## src/rtl/cmp_pkg.sv

```systemverilog
// Shared types for the comparator-based frame units.
// Data width and the frame-maximum FSM state encoding.
package cmp_pkg;

  localparam int DATA_W = 8;

  typedef enum logic [1:0] {
    IDLE    = 2'd0,
    COLLECT = 2'd1,
    DONE    = 2'd2
  } mf_state_t;

endpackage

```

## src/rtl/arvore.sv

```systemverilog
// 8-bit unsigned tree comparator.
// M = a > b, I = a == b, resolved by a log2 tree of bit pairs.
module arvore
  import cmp_pkg::*;
(
  input  logic [DATA_W-1:0] a,
  input  logic [DATA_W-1:0] b,
  output logic              M,
  output logic              I
);

  logic [7:0] w_g0, w_e0;
  logic [3:0] w_g1, w_e1;
  logic [1:0] w_g2, w_e2;

  assign w_g0 = a & ~b;
  assign w_e0 = ~(a ^ b);

  // Each node: the high half decides unless it is equal.
  for (genvar j = 0; j < 4; j++) begin : g_l1
    assign w_g1[j] = w_g0[2*j+1] | (w_e0[2*j+1] & w_g0[2*j]);
    assign w_e1[j] = w_e0[2*j+1] & w_e0[2*j];
  end

  for (genvar j = 0; j < 2; j++) begin : g_l2
    assign w_g2[j] = w_g1[2*j+1] | (w_e1[2*j+1] & w_g1[2*j]);
    assign w_e2[j] = w_e1[2*j+1] & w_e1[2*j];
  end

  assign M = w_g2[1] | (w_e2[1] & w_g2[0]);
  assign I = w_e2[1] & w_e2[0];

endmodule

```

## src/rtl/max_finder.sv

```systemverilog
// Streaming frame-maximum unit: max value, first index, tie count.
// Handshake flags decode from the state register only.
module max_finder
  import cmp_pkg::*;
#(
  parameter int N  = 8,
  parameter int IW = $clog2(N),
  parameter int CW = $clog2(N + 1)
) (
  input  logic              clk,
  input  logic              rst_n,
  input  logic              start,
  input  logic              in_valid,
  output logic              in_ready,
  input  logic [DATA_W-1:0] in_data,
  output logic              out_valid,
  input  logic              out_ready,
  output logic [DATA_W-1:0] max_val,
  output logic [IW-1:0]     max_idx,
  output logic [CW-1:0]     tie_cnt,
  output logic              busy
);

  localparam logic [IW-1:0] LAST = IW'(N - 1);

  mf_state_t         r_state;
  logic [IW-1:0]     r_cnt;
  logic [DATA_W-1:0] r_max;
  logic [IW-1:0]     r_idx;
  logic [CW-1:0]     r_tie;

  logic w_m;
  logic w_i;

  arvore u_cmp (
    .a (in_data),
    .b (r_max),
    .M (w_m),
    .I (w_i)
  );

  always_ff @(posedge clk or negedge rst_n) begin
    if (!rst_n) begin
      r_state <= IDLE;
      r_cnt   <= '0;
      r_max   <= '0;
      r_idx   <= '0;
      r_tie   <= '0;
    end else begin
      unique case (r_state)
        IDLE: begin
          if (start) begin
            r_state <= COLLECT;
            r_cnt   <= '0;
          end
        end
        COLLECT: begin
          if (in_valid) begin
            // First sample loads unconditionally, ignoring the compare.
            if (r_cnt == '0) begin
              r_max <= in_data;
              r_idx <= '0;
              r_tie <= CW'(1);
            end else if (w_m) begin
              r_max <= in_data;
              r_idx <= r_cnt;
              r_tie <= CW'(1);
            end else if (w_i) begin
              r_tie <= r_tie + CW'(1);
            end
            r_cnt <= r_cnt + IW'(1);
            if (r_cnt == LAST) r_state <= DONE;
          end
        end
        DONE: begin
          if (out_ready) r_state <= IDLE;
        end
        default: r_state <= IDLE;
      endcase
    end
  end

  assign in_ready  = (r_state == COLLECT);
  assign out_valid = (r_state == DONE);
  assign busy      = (r_state != IDLE);
  assign max_val   = r_max;
  assign max_idx   = r_idx;
  assign tie_cnt   = r_tie;

endmodule

```

## config.mk

```make
export PLATFORM = sky130hd
export DESIGN_NAME = max_finder
export DESIGN_NICKNAME = d
export VERILOG_FILES = /design/src/rtl/cmp_pkg.sv /design/src/rtl/arvore.sv /design/src/rtl/max_finder.sv
export SDC_FILE = /design/constraint.sdc
export NUM_CORES = 1
export LEC_CHECK = 0
export BUFFER_PORTS_ARGS = -buffer_cell sky130_fd_sc_hd__buf_2
export CORE_MARGIN = 2
export CORE_UTILIZATION = 55
export CTS_BUF_LIST = sky130_fd_sc_hd__clkbuf_4
export DETAILED_ROUTE_END_ITERATION = 6
export PLACE_DENSITY_LB_ADDON = 0.08
export SKIP_CTS_REPAIR_TIMING = 1
export SLEW_MARGIN = 25
export SYNTH_ARGS = -nofsm -noshare
export SYNTH_HDL_FRONTEND = slang
export SYNTH_SLANG_ARGS = --single-unit
```

## constraint.sdc

```tcl
create_clock -name clk -period 3.5 [get_ports clk]
set_input_delay 0.35 -clock clk [delete_from_list [all_inputs] [get_ports clk]]
set_output_delay 0.35 -clock clk [all_outputs]
set_load 0.02 [all_outputs]
```

==> results of run 1 <==
[area by class of cell]
type	instances	area (µm²)	share of cell area, %
clock buffers	3	22.5	1.60
multi-input cells	73	632	45.0
inverters	14	52.6	3.74
repair buffers	31	160	11.4
clock inverters	1	3.75	0.267
well taps	27	33.8	2.40
flip-flops and latches	20	500	35.6
[kinds of logic after synthesis]
group,after synthesis,share of synthesized area [%]
compound gates,24,14.2
flops,20,42.1
fa+ha+maj,12,12.6
simple gates,28,14.9
mux,9,11.4
buf+inv,15,4.84
[registers in the layout, summed over array words and instances, names as in the netlist]
name     cells
max_idx      3
max_val      8
r_cnt        3
r_state      2
tie_cnt      4
[worst max-delay path, stage by stage (launching register included)]
cell	delay, ns
dfrtp_1	0.40
inv_1	0.06
ha_1	0.29
a21oi_1	0.20
o21ai_2	0.10
a21oi_4	0.32
nor2_8	0.12
mux2_4	0.31
[per-stage QoR]
stage | hold slack [ns] | util, % | cells | setup slack [ns] | cell area (µm²)
after CTS | -0.0208 | 69.7 | 168 | 1.58 | 1400
final | 0.290 | 70.2 | 169 | 1.59 | 1410
after global routing | 0.272 | 70.2 | 169 | 1.48 | 1410
after detailed placement | 0.322 | 68.4 | 164 | 1.54 | 1370
after floorplan | 0.0544 | - | 108 | 1.61 | 1190
after global placement | 0.319 | 68.4 | 164 | 1.58 | 1370
[Yosys cell counts, drive strengths merged (2+ instances only)]
cell,count
dfrtp,20
inv,14
ha,12
nand2,12
mux2,9
a21oi,8
o21ai,6
nor2,5
nor2b,3
a22o,2
and3,2
nand2b,2
o22ai,2
o31ai,2
[report_power, final]
| part | switching, mW | internal, mW | leakage (nW) | total (mW) |
|---|---|---|---|---|
| clock network | 0.0656 | 0.0416 | 0.0154 | 0.107 |
| logic | 0.383 | 0.305 | 0.480 | 0.688 |
| registers | 0.0772 | 0.320 | 0.243 | 0.398 |
| total | 0.525 | 0.667 | 0.739 | 1.19 |
[worst max-delay path by stage]
stage	to	cells after the start	start
detailed placement	max_val[7]$_DFFE_PN0P_	7	in_data[7]
CTS	max_val[0]$_DFFE_PN0P_	7	max_val[1]$_DFFE_PN0P_
global placement	max_val[6]$_DFFE_PN0P_	7	in_data[7]
global route	max_val[2]$_DFFE_PN0P_	7	max_val[7]$_DFFE_PN0P_
finish	max_val[0]$_DFFE_PN0P_	7	max_val[1]$_DFFE_PN0P_
floorplan	max_idx[2]$_DFFE_PN0P_	7	max_val[7]$_DFFE_PN0P_
[routing by layer]
metal  track usage, %  share of wire (%)  wire [µm]  up-vias
met2             34.6                 51       1090       22
met1             22.8                 44        939      423
met5                0                  0          0        -
li1                 -                  -          -      442
met4             2.70                  0          0        0
met3             6.25                5.1        110        0
==> impl_metrics.ini, run 1 <==
[detailed_routing]
post-route-drc-count = 0
drt_first_pass_iters = 3
totalWireLength_mm = 2.14
vias_per_cell = 5.25
vias = 887
wl_per_cell_um = 12.7
drt_iter0_markers = 7
ant_nets = 0

[timing]
rsz0062_at_grt = no
slew-limit-headroom_pct = 69.8
hold_viol = 0
fin_worst_skew_ns = 0.00392
finalMaxSlewViolations = 0
setup_viol = 0
finalSetupTns_ns = 0
worstMarginPinSlew_ns = 0.452
min_period_ns = 1.91
fin_crit_sh_pct = 54.6
max_freq_mhz = 523

[floorplan]
core-area_mm2 = 0.00200
rows = 16
io-pin-count = 31
die_area_mm2 = 0.00255
initial_core_util_pct = 59.4
die_y_um = 50.5
dieWidth_um = 50.5

[final_layout]
final_cell_mix = buf_2 (30), dfrtp_1 (20), inv_1 (14)
nNetsFinal = 168
diodes = 0
drive_above_1_share_pct = 35.9
fill_cells = 160
final_common_cell = buf_2
syn2layout_area_growth_pct = 18.1

[yosys]
ys_ff_latch = 20
ys_seq_area_share_pct = 42.1
yosysWarnings = 0
synth_top_area_share_pct = 42.1
synth.net_count = 133
synth_cells = 108
synthDistinctLibCells = 29
synth_top_flop_cell = dfrtp_1
post-synth-top-area-cell = dfrtp_1
syn_area_mm2 = 0.00119
avgSynthCellArea_um2 = 11.0
ys_top_cells_by_area = dfrtp_1 (42%), ha_1 (13%), mux2_4 (11%), inv_1 (4.4%), nand2_1 (3.2%)
synth_edf_count = 0
async_flop_share_pct = 100

[cts]
clk_path_buf_depth = 2
tritoncts = yes
numCtsBuffers = 3
cts-htree-levels = 1
clk_pin_slew_ns = 0.10
worstSkewPairLatency_ns = 0.30
cts_sinks = 20
root_buffer = clkbuf_4

[setup_path]
critPathMaxFanout = 10
reg2reg_slack_ns = 1.59
critPathLaunchType = flip-flop
cp_data_arrival_time_ns = 2.10
r2r_cells = 7
worstPathRequired_ns = 3.69
reg2reg_from = max_val[1]$_DFFE_PN0P_
crit_type = flip-flop to flip-flop
reg2reg_to = max_val[0]$_DFFE_PN0P_
worst_setup_path_end_kind = flip-flop

[global_route]
antenna_found_initial = 0
overflow = 0
grtUsageTotal_pct = 19.3
grt_pass1_wl_mm = 3.68
grt_pass1_vias = 859
grt_start_max_net_pins = 21

[power_and_ir_drop]
p_total_mw = 1.19
peakVddDrop_mv = 0.434
cellLeakagePower_nw = 0.739
p_per_area_mw_per_mm2 = 849

[min_path]
min_path_cells = 2
worstHoldStart = in_valid
hold_class = input pin to flip-flop
hold_path_end = r_state[0]$_DFFE_PN0P_

[flow_run]
cap_violations = 0

[run_status]
status = finished clean

[placed_design]
place.gp.congestion = 0.787
io_buffers = 30
dp_hpwl_mm = 1.69
Note: power is estimated with default switching activity, not from simulation.
==> run 2, diff against run 1 <==
Settings changed: CORE_UTILIZATION 55 to 49.
Clock period 3.5 ns to 1.6 ns, I/O delays scaled along.
==> impl_metrics.ini, run 2 (synthesis gave the netlist of run 1 again) <==
[run_status]
status = finished, violations left
violations = negative setup slack

[cts]
cts-htree-levels = 1
root_buffer = clkbuf_4
numCtsBuffers = 3
worstSkewPairLatency_ns = 0.30
clk_path_buf_depth = 2
tritoncts = yes
cts_sinks = 20
clk_pin_slew_ns = 0.12

[floorplan]
rows = 17
io-pin-count = 31
die_area_mm2 = 0.00284
dieWidth_um = 53.3
core-area_mm2 = 0.00225
initial_core_util_pct = 52.8
die_y_um = 53.3

[timing]
setup_viol = 15
slew-limit-headroom_pct = 69.6
max_freq_mhz = 544
rsz0062_at_grt = yes
finalMaxSlewViolations = 0
min_period_ns = 1.84
worstMarginPinSlew_ns = 0.456
fin_crit_sh_pct = 115
hold_viol = 0
fin_worst_skew_ns = 0.0141
fin_ws_ns = -0.237

[final_layout]
nNetsFinal = 185
diodes = 0
drive_above_1_share_pct = 65.2
design_area_mm2 = 0.00169
syn2layout_area_growth_pct = 42.4
final_cell_mix = buf_2 (30), buf_4 (14), dfrtp_1 (12)
largest_reg_flops = 8
final_common_cell = buf_2

[power_and_ir_drop]
pwr-share-clk_pct = 7.5
intPower_mw = 1.88
seqPwrFrac_pct = 26.3
power_switching_mw = 1.39
p_total_mw = 3.27
p_per_area_mw_per_mm2 = 1930
p_sw_share_pct = 42.4
peakVddDrop_mv = 1.11
p_comb_share_pct = 66.3
cellLeakagePower_nw = 0.832

[global_route]
overflow = 0
grt_pass1_vias = 858
grtUsageTotal_pct = 18.1
grt_start_max_net_pins = 21
antenna_found_initial = 0
grt_pass1_wl_mm = 3.75

[flow_run]
cap_violations = 0

[placed_design]
place_area_mm2 = 0.00155
post-place-ws_ns = -0.165
io_buffers = 30
place.gp.congestion = 0.753
dp_hpwl_mm = 1.79

[setup_path]
critPathSlowestCell = nor4_4
max_stage_delay_ns = 0.39
worstPathCellList = inv_2 > ha_4 > nand2_4 > buf_6 > nor4_4 > buf_4 > and3_4 > o21ai_2 > o21a_1
critPathLaunchType = flip-flop
reg2reg_from = max_val[7]$_DFFE_PN0P_
critPathMaxFanout = 5
reg2reg_slack_ns = -0.24
worstPathRequired_ns = 1.81
cp_data_arrival_time_ns = 2.04
crit_type = flip-flop to flip-flop
worst_setup_path_end_kind = flip-flop
crit_start = max_val[7]$_DFFE_PN0P_
r2r_cells = 9
worstSetupEndpoint = tie_cnt[0]$_DFFE_PN0P_
reg2reg_to = tie_cnt[0]$_DFFE_PN0P_

[min_path]
hold_class = input pin to flip-flop

[detailed_routing]
totalWireLength_mm = 2.44
wl_per_cell_um = 13.1
drt_iter0_markers = 13
drt_first_pass_iters = 4
post-route-drc-count = 0
ant_nets = 0
vias = 954
vias_per_cell = 5.13
-- run 2: cell types whose count changed in the layout (fill, tap and decap cells not counted), sizes merged --
| cell | before | now |
|---|---|---|
| clkinv | 1 | 0 |
| buf | 30 | 47 |
-- run 2: worst min-delay path by stage --
stage / startpoint / endpoint / slack (ns) / cells past startpoint
2_1_floorplan: rst_n / max_idx[0]$_DFFE_PN0P_ / -0.14 / 0
3_3_place_gp: rst_n / max_val[1]$_DFFE_PN0P_ / 0.13 / 1
3_5_place_dp: rst_n / max_val[1]$_DFFE_PN0P_ / 0.14 / 1
4_1_cts: rst_n / max_val[1]$_DFFE_PN0P_ / -0.20 / 1
5_1_grt: in_data[2] / max_val[2]$_DFFE_PN0P_ / 0.10 / 2
6_report: in_data[2] / max_val[2]$_DFFE_PN0P_ / 0.11 / 2
-- run 2: per-layer routing --
| layer | part of all wire, % | vias to the layer above | track usage (%) |
|---|---|---|---|
| met5 | 0 | - | 0 |
| met4 | 0 | 0 | 5.13 |
| met3 | 4.5 | 0 | 2.82 |
| met2 | 50 | 19 | 30.0 |
| met1 | 46 | 455 | 24.1 |
| li1 | - | 480 | - |
-- run 2: final cells by class --
| class | instances | area [µm²] |
|---|---|---|
| multi-input cells | 73 | 774 |
| fillers | 162 | 561 |
| inverters | 14 | 52.6 |
| well taps | 28 | 35.0 |
| repair buffers | 48 | 299 |
| flip-flops and latches | 20 | 510 |
| clock buffers | 3 | 22.5 |
-- run 2: worst max-delay path, delay by kind of cell (launching register included) --
| kind | cells | cell delay [ns] |
|---|---|---|
| AO/OA/AOI/OAI | 2 | 0.15 |
| buffers and inverters | 3 | 0.34 |
| adder cells (fa/ha/maj) | 1 | 0.27 |
| flip-flops | 1 | 0.38 |
| AND/OR/NAND/NOR | 3 | 0.62 |
-- run 2: metrics by stage --
stage	instances	hold slack, ns	util [%]	setup TNS [ns]
final	186	0.108	75.1	-2.91
after global routing	186	0.102	75.1	-4.01
after CTS	181	-0.204	69.6	-1.35
after detailed placement	178	0.137	68.6	-1.10
after global placement	178	0.134	68.6	-0.875
after floorplan	108	-0.136	-	-1.43
-- run 2: power groups by stage --
stage          registers [mW]  logic, mW  clock network, mW
4_1_cts                 0.851       1.95              0.253
6_report                0.859       2.17              0.244
3_3_place_gp            0.848       1.91                  0
2_1_floorplan            1.06       1.13                  0
5_1_grt                 0.883       2.35              0.272
3_5_place_dp            0.861       1.94                  0
